### config.mk
export PLATFORM = sky130hd
export DESIGN_NAME = cve2_sram_arbiter
export DESIGN_NICKNAME = d
export VERILOG_FILES = /design/src/rtl/cve2_sram_arbiter.sv
export SDC_FILE = /design/constraint.sdc
export NUM_CORES = 1
export LEC_CHECK = 0
export CORE_AREA = 5 5 97 99
export DETAILED_ROUTE_END_ITERATION = 10
export DIE_AREA = 0 0 102 104
export GPL_TIMING_DRIVEN = 1
export HOLD_SLACK_MARGIN = 0.02
export PLACE_DENSITY = 0.67
export SYNTH_ARGS = -nofsm -noshare
export SYNTH_HDL_FRONTEND = slang
export SYNTH_SLANG_ARGS = --single-unit
### constraint.sdc
create_clock -name clk_i -period 3.2 [get_ports clk_i]
set_clock_uncertainty 0.15 [all_clocks]
set_input_delay 0.8 -clock clk_i [delete_from_list [all_inputs] [get_ports clk_i]]
set_output_delay 0.8 -clock clk_i [all_outputs]
set_load 0.1 [all_outputs]
### src/rtl/cve2_sram_arbiter.sv
// Round-robin arbiter serving the core's fetch and data ports from one
// single-port synchronous SRAM with 1-cycle read latency.
// Ports: clk_i, rst_i (async, active-high); instr_* fetch req/gnt/rvalid
// bus; data_* load/store req/gnt/rvalid bus; mem_* SRAM access strobe,
// write, byte mask, word index, write data and read data (valid 1 cycle
// after mem_req_o). Grant is same-cycle, response exactly one cycle later,
// addresses outside [BaseAddr, BaseAddr+MemWords*4) answer with err.
// Optional: define CVE2_SRAM_ARBITER_STATS_EN to add saturating
// grant/conflict/error counters on stat_*_o outputs.
module cve2_sram_arbiter #(
    parameter int          MemWords = 4096,
    parameter logic [31:0] BaseAddr = 32'h0000_0000,
    localparam int         AW       = $clog2(MemWords)
) (
    input  logic          clk_i,
    input  logic          rst_i,
    input  logic          instr_req_i,
    output logic          instr_gnt_o,
    output logic          instr_rvalid_o,
    input  logic [31:0]   instr_addr_i,
    output logic [31:0]   instr_rdata_o,
    output logic          instr_err_o,
    input  logic          data_req_i,
    output logic          data_gnt_o,
    output logic          data_rvalid_o,
    input  logic          data_we_i,
    input  logic [3:0]    data_be_i,
    input  logic [31:0]   data_addr_i,
    input  logic [31:0]   data_wdata_i,
    output logic [31:0]   data_rdata_o,
    output logic          data_err_o,
`ifdef CVE2_SRAM_ARBITER_STATS_EN
    output logic [31:0]   stat_instr_gnt_o,
    output logic [31:0]   stat_data_gnt_o,
    output logic [31:0]   stat_conflict_o,
    output logic [31:0]   stat_err_o,
`endif
    output logic          mem_req_o,
    output logic          mem_we_o,
    output logic [3:0]    mem_be_o,
    output logic [AW-1:0] mem_addr_o,
    output logic [31:0]   mem_wdata_o,
    input  logic [31:0]   mem_rdata_i
);

    // Window size in bytes, one bit wider so MemWords*4 cannot wrap.
    localparam logic [32:0] Limit = 33'(MemWords) << 2;

    // r_ptr_data: data wins the next conflict (i.e. instr was granted last).
    logic        r_ptr_data;
    logic        r_rv_i;
    logic        r_rv_d;
    logic        r_err;
    logic        r_rd;

    logic        w_gnt_i;
    logic        w_gnt_d;
    logic        w_gnt;
    logic        w_inrange;
    logic [31:0] w_addr;
    logic [31:0] w_off;

    // Grants are masked during reset so all gnt outputs read 0.
    assign w_gnt_d = ~rst_i & data_req_i & (~instr_req_i | r_ptr_data);
    assign w_gnt_i = ~rst_i & instr_req_i & (~data_req_i | ~r_ptr_data);
    assign w_gnt   = w_gnt_i | w_gnt_d;

    // Unsigned wrap makes addresses below BaseAddr land out of range too.
    assign w_addr    = w_gnt_d ? data_addr_i : instr_addr_i;
    assign w_off     = w_addr - BaseAddr;
    assign w_inrange = {1'b0, w_off} < Limit;

    assign instr_gnt_o = w_gnt_i;
    assign data_gnt_o  = w_gnt_d;

    assign mem_req_o   = w_gnt & w_inrange;
    assign mem_we_o    = mem_req_o & w_gnt_d & data_we_i;
    assign mem_be_o    = w_gnt_d ? data_be_i : 4'hF;
    assign mem_addr_o  = w_off[AW+1:2];
    assign mem_wdata_o = data_wdata_i;

    always_ff @(posedge clk_i or posedge rst_i) begin
        if (rst_i) begin
            r_ptr_data <= 1'b1;
            r_rv_i     <= 1'b0;
            r_rv_d     <= 1'b0;
            r_err      <= 1'b0;
            r_rd       <= 1'b0;
        end else begin
            if (w_gnt) begin
                r_ptr_data <= w_gnt_i;
            end
            r_rv_i <= w_gnt_i;
            r_rv_d <= w_gnt_d;
            r_err  <= w_gnt & ~w_inrange;
            r_rd   <= mem_req_o & ~mem_we_o;
        end
    end

    // Only an in-range read returns SRAM data; idle port stays at 0.
    assign instr_rvalid_o = r_rv_i;
    assign instr_err_o    = r_rv_i & r_err;
    assign instr_rdata_o  = (r_rv_i & r_rd) ? mem_rdata_i : 32'h0;
    assign data_rvalid_o  = r_rv_d;
    assign data_err_o     = r_rv_d & r_err;
    assign data_rdata_o   = (r_rv_d & r_rd) ? mem_rdata_i : 32'h0;

`ifdef CVE2_SRAM_ARBITER_STATS_EN
    logic [31:0] r_st_ig;
    logic [31:0] r_st_dg;
    logic [31:0] r_st_cf;
    logic [31:0] r_st_er;

    function automatic logic [31:0] sat_inc(input logic [31:0] v,
                                            input logic en);
        return (en && v != 32'hFFFF_FFFF) ? v + 32'd1 : v;
    endfunction

    always_ff @(posedge clk_i or posedge rst_i) begin
        if (rst_i) begin
            r_st_ig <= 32'h0;
            r_st_dg <= 32'h0;
            r_st_cf <= 32'h0;
            r_st_er <= 32'h0;
        end else begin
            r_st_ig <= sat_inc(r_st_ig, w_gnt_i);
            r_st_dg <= sat_inc(r_st_dg, w_gnt_d);
            r_st_cf <= sat_inc(r_st_cf, instr_req_i & data_req_i);
            r_st_er <= sat_inc(r_st_er, (r_rv_i | r_rv_d) & r_err);
        end
    end

    assign stat_instr_gnt_o = r_st_ig;
    assign stat_data_gnt_o  = r_st_dg;
    assign stat_conflict_o  = r_st_cf;
    assign stat_err_o       = r_st_er;
`endif

endmodule

[After elaboration in Yosys (flattened, before gate mapping)]
Index checks and enable logic that the tools add are counted.
Storage, ports and cells
  bits in registers: 5
Operators by class
  $lt $le $gt $ge: 1
  mux-type cells: 4
  bitwise logic cells: 22
Operators by type and width (count)
  $mux W32: 3
  $lt A32 B15 Y1 const B: 1
  $and A1 B1 Y1: 13
  $not A1 Y1: 6
  $mux W4: 1
  $or A1 B1 Y1: 3

[Depth between registers and ports, before layout]
Gate-level depths: netlist of run 1.
  depth in word-level cells: 10
  depth in mapped cells: 6
  depth with buffers taken out: 5

[Worst setup path after synthesis of run 1]
OpenSTA, ideal clock, no wires.
  path type: input to output
  start: input rst_i
  end: output mem_req_o
  arrival: 3.537 ns
  data required time: 2.250 ns
  slack: -1.287 ns
  stages: 3
  cell sequence: nand2b_1 -> a21oi_1 -> o22a_1
On the way
  elaborated cells on any way between the ends: 9
RTL lines
  start: declaration: RTL line 16  | input logic rst_i,
  $not A1 Y1: RTL line 65  | assign w_gnt_i = ~rst_i & instr_req_i & (~data_req_i | ~r_ptr_data);
  $and A1 B1 Y1 (2 in a row): RTL line 65
  net instr_gnt_o: RTL line 18  | output logic instr_gnt_o,
  $or A1 B1 Y1: RTL line 66  | assign w_gnt = w_gnt_i | w_gnt_d;
  $and A1 B1 Y1: RTL line 76  | assign mem_req_o = w_gnt & w_inrange;
  end: declaration: RTL line 38  | output logic mem_req_o,
The timed path passes the listed nets, and every way through them passes these cells.

[Final worst setup path of run 1]
  start: input data_addr_i[15]
  end: output mem_we_o
On the way
  longest elaborated chain between the ends: 5
Ends and longest elaborated chain
  start: declaration: RTL line 28  | input logic [31:0] data_addr_i,
  $mux W32: RTL line 69  | assign w_addr = w_gnt_d ? data_addr_i : instr_addr_i;
  $lt A32 B15 Y1: RTL line 71  | assign w_inrange = {1'b0, w_off} < Limit;
  $and A1 B1 Y1: RTL line 76
  $and A1 B1 Y1 (2 in a row): RTL line 77  | assign mem_we_o = mem_req_o & w_gnt_d & data_we_i;
  end: declaration: RTL line 39  | output logic mem_we_o,
Every way passes these cells.

==> results of run 1 <==
[kinds of logic after synthesis]
family,Yosys count,synth area share [%]
AOI/OAI and AO/OA,4,2.27
buffers and inverters,50,25.5
DFF,5,10.4
and+or+nand+nor,131,61.8
[worst reg2reg max path, stage by stage, from the launching register on]
cell      delay [ns]
dfstp_2         0.56
nand2b_1        0.16
nand3_4         0.09
buf_4           0.15
nor4_4          0.17
buf_4           0.16
buf_4           0.09
buf_4           0.10
o22a_1          0.14
[metrics by stage]
| stage | cell area [sq um] | total power (W) | setup slack [ns] | setup TNS (ns) | hold slack (ns) |
|---|---|---|---|---|---|
| final | 4020 | 0.000634 | 0.0670 | 0 | 0.346 |
| after global routing | 4020 | 0.000666 | -0.00292 | -0.00292 | 0.374 |
| after CTS | 3960 | 0.000638 | 0.00251 | 0 | 0.350 |
| after detailed placement | 3900 | 0.000527 | -0.240 | -0.421 | 0.345 |
| after global placement | 3900 | 0.000523 | -0.235 | -0.413 | 0.341 |
| after floorplan | 1250 | 0.000475 | 0.0637 | 0 | 0.326 |
[cell usage after synthesis]
cell      count  area share, %
and3_1       65             34
nor3_1        1           0.41
a21oi_1       1           0.41
inv_1         1           0.31
nor2_1        4            1.2
o22a_1        2            1.4
nor4_1        6            3.1
o21ai_1       1           0.41
or4_4         2            1.9
buf_4        32             20
dfrtp_1       4            8.3
nand2b_1      7            3.6
nor4_2        1            1.0
dfstp_2       1            2.2
nor4_4        1            1.8
nand3_4       1            1.4
nand2_1      41             13
inv_2         1           0.31
buf_2         1           0.41
and2_1        2            1.0
clkbuf_1     15            4.6
[where the power goes]
| group | switching [W] | leakage, nW | internal [W] | total, W |
|---|---|---|---|---|
| clock network | 0.0000286 | 0.0228 | 0.0000853 | 0.000114 |
| logic | 0.000243 | 1.90 | 0.000200 | 0.000444 |
| registers | 0.00000547 | 0.0633 | 0.0000712 | 0.0000766 |
| total | 0.000277 | 1.98 | 0.000357 | 0.000634 |
[timing repair]
action                                  4_1_cts  5_1_grt
setup buffers                                 1        3
gates resized for setup                      26       17
pin swaps                                    14       12
endpoints found under the setup margin        2       13
endpoints found under the hold margin         0        0
[layout make-up]
type                            instances  area [sq um]  share of cell area (%)
Clock buffer                            4          45.0                    1.12
Inverter                                2          7.51                   0.187
Multi-Input combinational cell        135           850                    21.1
Sequential cell                         5           126                    3.14
Tap cell                              108           135                    3.36
Timing Repair Buffer                  203          2860                    71.1
[worst paths after layout]
| path | slack (ns) | end | startpoint | depth (start not counted) |
|---|---|---|---|---|
| worst min-delay path | 0.35 | r_ptr_data$_DFFE_PP1P_ | r_ptr_data$_DFFE_PP1P_ | 2 |
| min in group asynchronous | 0.81 | instr_rvalid_o$_DFF_PP0_ | rst_i | 3 |
| worst min register to register | 0.35 | r_ptr_data$_DFFE_PP1P_ | r_ptr_data$_DFFE_PP1P_ | 2 |
| worst max-delay path | 0.07 | mem_we_o | data_addr_i[15] | 5 |
| max in group asynchronous | 1.89 | r_ptr_data$_DFFE_PP1P_ | rst_i | 3 |
| worst max register to register | 1.38 | r_rd$_DFF_PP0_ | r_ptr_data$_DFFE_PP1P_ | 8 |
[layer usage]
metal  vias up  share of wire [%]
li1        932                  -
met1       806                 35
met2       145                 49
met3         0                 15
met4         0                  0
met5         -                  0
[state kept, by name, indices dropped and copies added (netlist names)]
| signal | count |
|---|---|
| data_rvalid_o | 1 |
| instr_rvalid_o | 1 |
| r_err | 1 |
| r_ptr_data | 1 |
| r_rd | 1 |
==> run_results.csv, run 1 <==
group,metric,value,unit
timing,slew_headroom,70.9,%
logic_synthesis,syn_inst,190,
grt,grt_antenna_before_repair,0,
clock_tree,cts_tree,"done",
grt,grt_most_used_layer,"met2",
worst_setup_path,setup.worst_path.end_class,"primary output",
grt,met3_usage,5.16,%
grt,globalRouteMet2Util,20.1,%
timing,setup_viol,0,
final_layout,num_antenna_cells,0,
logic_synthesis,seq_area_frac_synth,10.4,%
route,final_antenna_net_count,0,
final_layout,final_nets,487,
final_layout,area_growth,232,%
floorplanning,rows,34,
placed_design,dp_cells,449,
route,first_pass_iters,4,
floorplanning,start_util,14.3,%
grt,grtUsageMet1,11.0,%
final_layout,mostFrequentLayoutCells,"buf_12 (86), clkdlybuf4s50_1 (71), and3_1 (64)",
worst_hold_path,min_path_type,"reg2reg",
clock_tree,clk_path_buf_depth,2,
logic_synthesis,synth_area,1210,sq um
route,wire_per_inst,14.1,um
final_layout,finish.utilization,47.5,%
clock_tree,cts_buffers,3,
grt,grt_pass1_vias,1893,
logic_synthesis,ys_seq_elements,5,
floorplanning,die_x,102,um
grt,grt_use_total,10.7,%
worst_setup_path,cp_slowest_cell,"or4_4",
timing,max_slew.worst_pin.slew,0.437,ns
route,drc_errors,0,
final_layout,fillCellCount,764,
worst_setup_path,arrival,2.18,ns
placed_design,gp_congestion,0.849,
logic_synthesis,avgSynthCellArea,6.37,sq um
placed_design,dp_hpwl,5580,um
run,max-cap-violations,0,
power,leakage,1.98,nW
worst_setup_path,cp.required,2.25,ns
timing,hold_viol,0,
logic_synthesis,yosysWarnings,0,
clock_tree,worst_skew_pair.late_latency,0.22,ns
worst_setup_path,critPathBufInv,2,
grt,grt_pass1_wl,9330,um
grt,overflow,0,
route,vias,1883,
clock_tree,htree_num_levels,1,
worst_setup_path,cp-start-kind,"input pin",
status,status,"finished clean",
floorplanning,die_area,10600,sq um
final_layout,instances_no_fill,457,
worst_setup_path,worstSetupPathType,"in2out",
placed_design,numPortBuffers,188,
power,vdd_drop_max,0.000126,V
clock_tree,clock_sinks,5,
route,avgViaCountPerCell,4.12,
final_layout,drive_gt1_share,37.2,%
final_layout,layout_commonest_cell,"buf_12",
floorplanning,design.core.area,8470,sq um
floorplanning,io_pins,257,
logic_synthesis,synthDistinctLibCells,21,
logic_synthesis,synth_fp_nets,327,
timing,fin_crit,3.13,ns
timing,drv_slew,0,
route,wl,6450,um
worst_setup_path,critical-path-top-delay-family,"simple AND/OR/NAND/NOR gates",
worst_setup_path,cpPeakStageDelay,0.49,ns
power,cellPowerDensity,158,nW/um^2
timing,fin_crit_sh,97.9,%
clock_tree,cts.root.buffer_cell,"clkbuf_8",
route,drt_iter0_drc,22,
timing,max_freq,0.319,GHz
worst_setup_path,worstPathCellList,"clkdlybuf4s15_1 > or4_4 > nor4_4 > and3_4 > buf_12",
clock_tree,clk_pin_slew,0.03,ns
grt,grt_max_degree,65,
floorplanning,die_h,104,um
worst_setup_path,cp_max_fo,3,
clock_tree,cts_hold_buf,0,
No activity file was read; power rests on OpenSTA's default activity.
==> run 2: changes to the inputs <==
Settings changed: SKIP_CTS_REPAIR_TIMING set to 1.
==> run 2 against run 1 <==
Clock power about the same. Clock-buffer cell count unchanged. Via count unchanged. Sequential share of layout area about the same. Die area unchanged. Non-clock buffer count decreased by 3. Cell count decreased by 0.66%. First-iteration DRC count increased by 9.1%. Combinational power about the same. Routed wire length increased by 0.62%. Hold slack about the same. Largest power group unchanged.
==> run_results.csv, run 2 (synthesis results as in run 1) <==
group,metric,value,unit
status,status,"finished clean",
final_layout,multi_input_area,850,sq um
run,max-cap-violations,0,
worst_setup_path,setup.worst_path.end_class,"primary output",
timing,fin_crit_sh,98.6,%
final_layout,final_area,4070,sq um
clock_tree,cts_tree,"done",
worst_setup_path,cp.required,2.25,ns
worst_setup_path,worstPathCellList,"clkdlybuf4s50_1 > nand3_4 > nor4_4 > and3_4 > buf_12",
timing,max_slew.worst_pin.slew,0.438,ns
power,vdd_drop_max,0.000126,V
worst_setup_path,worstSetupPathType,"in2out",
route,vias,1883,
route,final_antenna_net_count,0,
worst_setup_path,arrival,2.21,ns
worst_setup_path,cp-start-kind,"input pin",
worst_setup_path,cpPeakStageDelay,0.54,ns
grt,overflow,0,
timing,hold_viol,0,
floorplanning,die_x,102,um
placed_design,gp_congestion,0.849,
timing,drv_slew,0,
grt,grt_pass1_wl,9210,um
power,total_power,0.000636,W
timing,whs,0.346,ns
placed_design,place_area,3900,sq um
worst_hold_path,min_path_type,"reg2reg",
grt,grt_pass1_vias,1872,
floorplanning,rows,34,
route,drc_errors,0,
grt,grt_antenna_before_repair,0,
final_layout,seqCellArea,126,sq um
route,dr_wl_met2,3190,um
timing,slew_headroom,70.8,%
final_layout,layout_commonest_cell,"buf_12",
clock_tree,clk_pin_slew,0.03,ns
final_layout,num_antenna_cells,0,
final_layout,area_growth,236,%
floorplanning,die_area,10600,sq um
route,top_layer,"met3",
worst_setup_path,cp_max_fo,3,
worst_setup_path,cp_slowest_cell,"clkdlybuf4s50_1",
route,met1Wirelength,2320,um
route,first_pass_iters,4,
clock_tree,worst_skew_pair.late_latency,0.22,ns
route,drt_iter0_drc,24,
route,wire_per_inst,14.3,um
timing,fin_ws,0.0437,ns
placed_design,dp_hpwl,5580,um
power,leakage,2.13,nW
placed_design,numPortBuffers,188,
route,avgViaCountPerCell,4.15,
floorplanning,design.core.area,8470,sq um
clock_tree,clk_path_buf_depth,2,
route,wl,6490,um
floorplanning,io_pins,257,
power,cellPowerDensity,156,nW/um^2
floorplanning,start_util,14.3,%
clock_tree,cts.root.buffer_cell,"clkbuf_8",
clock_tree,htree_num_levels,1,
timing,setup_viol,0,
floorplanning,die_h,104,um
clock_tree,cts_buffers,3,
final_layout,mostFrequentLayoutCells,"buf_12 (86), clkdlybuf4s50_1 (70), and3_1 (64)",
timing,fin_crit,3.16,ns
final_layout,fillCellCount,750,
clock_tree,clock_sinks,5,
timing,max_freq,0.317,GHz
worst_setup_path,critical-path-top-delay-family,"buffers and inverters",
placed_design,pre_cts_ws,-0.240,ns
route,wl_met3,983,um
final_layout,drive_gt1_share,36.7,%
final_layout,final_nets,484,
grt,grt_max_degree,65,
worst_setup_path,critPathBufInv,2,
timing,grt_setup_unrepaired,"no",
grt,grt_use_total,10.6,%
[run 2: metrics by stage]
| step | setup TNS (ns) | std cells | utilization, % |
|---|---|---|---|
| 6_report | 0 | 454 | 48.1 |
| 4_1_cts | -0.416 | 453 | 46.6 |
| 5_1_grt | 0 | 454 | 48.1 |
| 3_5_place_dp | -0.421 | 449 | 46.1 |
| 3_3_place_gp | -0.413 | 449 | 46.1 |
| 2_1_floorplan | 0 | 190 | - |
[run 2: path summary, 6_finish.rpt]
kind | endpoint | cells after the start | slack [ns] | from
min in group asynchronous | instr_rvalid_o$_DFF_PP0_ | 3 | 0.46 | rst_i
hold reg to reg | r_ptr_data$_DFFE_PP1P_ | 2 | 0.35 | r_ptr_data$_DFFE_PP1P_
hold / removal | r_ptr_data$_DFFE_PP1P_ | 2 | 0.35 | r_ptr_data$_DFFE_PP1P_
setup reg to reg | r_rd$_DFF_PP0_ | 5 | 1.53 | r_ptr_data$_DFFE_PP1P_
setup / recovery | mem_we_o | 5 | 0.04 | data_req_i
max in group asynchronous | r_ptr_data$_DFFE_PP1P_ | 3 | 2.25 | rst_i
[run 2: per-layer routing]
metal | global-route usage, % | vias up
li1 | - | 926
met1 | 10.8 | 812
met2 | 19.9 | 145
met3 | 5.16 | 0
met4 | 0.843 | 0
met5 | 0 | -
[run 2: where the power goes]
group          internal [W]  total [W]  leakage (nW)  switching [W]
registers         0.0000712  0.0000766        0.0633     0.00000546
clock network     0.0000853   0.000114        0.0228      0.0000286
logic              0.000203   0.000446          2.04       0.000243
total              0.000359   0.000636          2.13       0.000277
[run 2: tightest hold or removal path, delay by kind of cell, from the launching register on]
family | cells | cell delay [ns]
DFF | 1 | 0.38
AOI/OAI and AO/OA | 1 | 0.05
and+or+nand+nor | 1 | 0.05
[run 2: cell type report]
class                           count  area share [%]
Timing Repair Buffer              200            71.4
Clock buffer                        4            1.11
Inverter                            2           0.184
Sequential cell                     5            3.10
Multi-Input combinational cell    135            20.9
Tap cell                          108            3.32
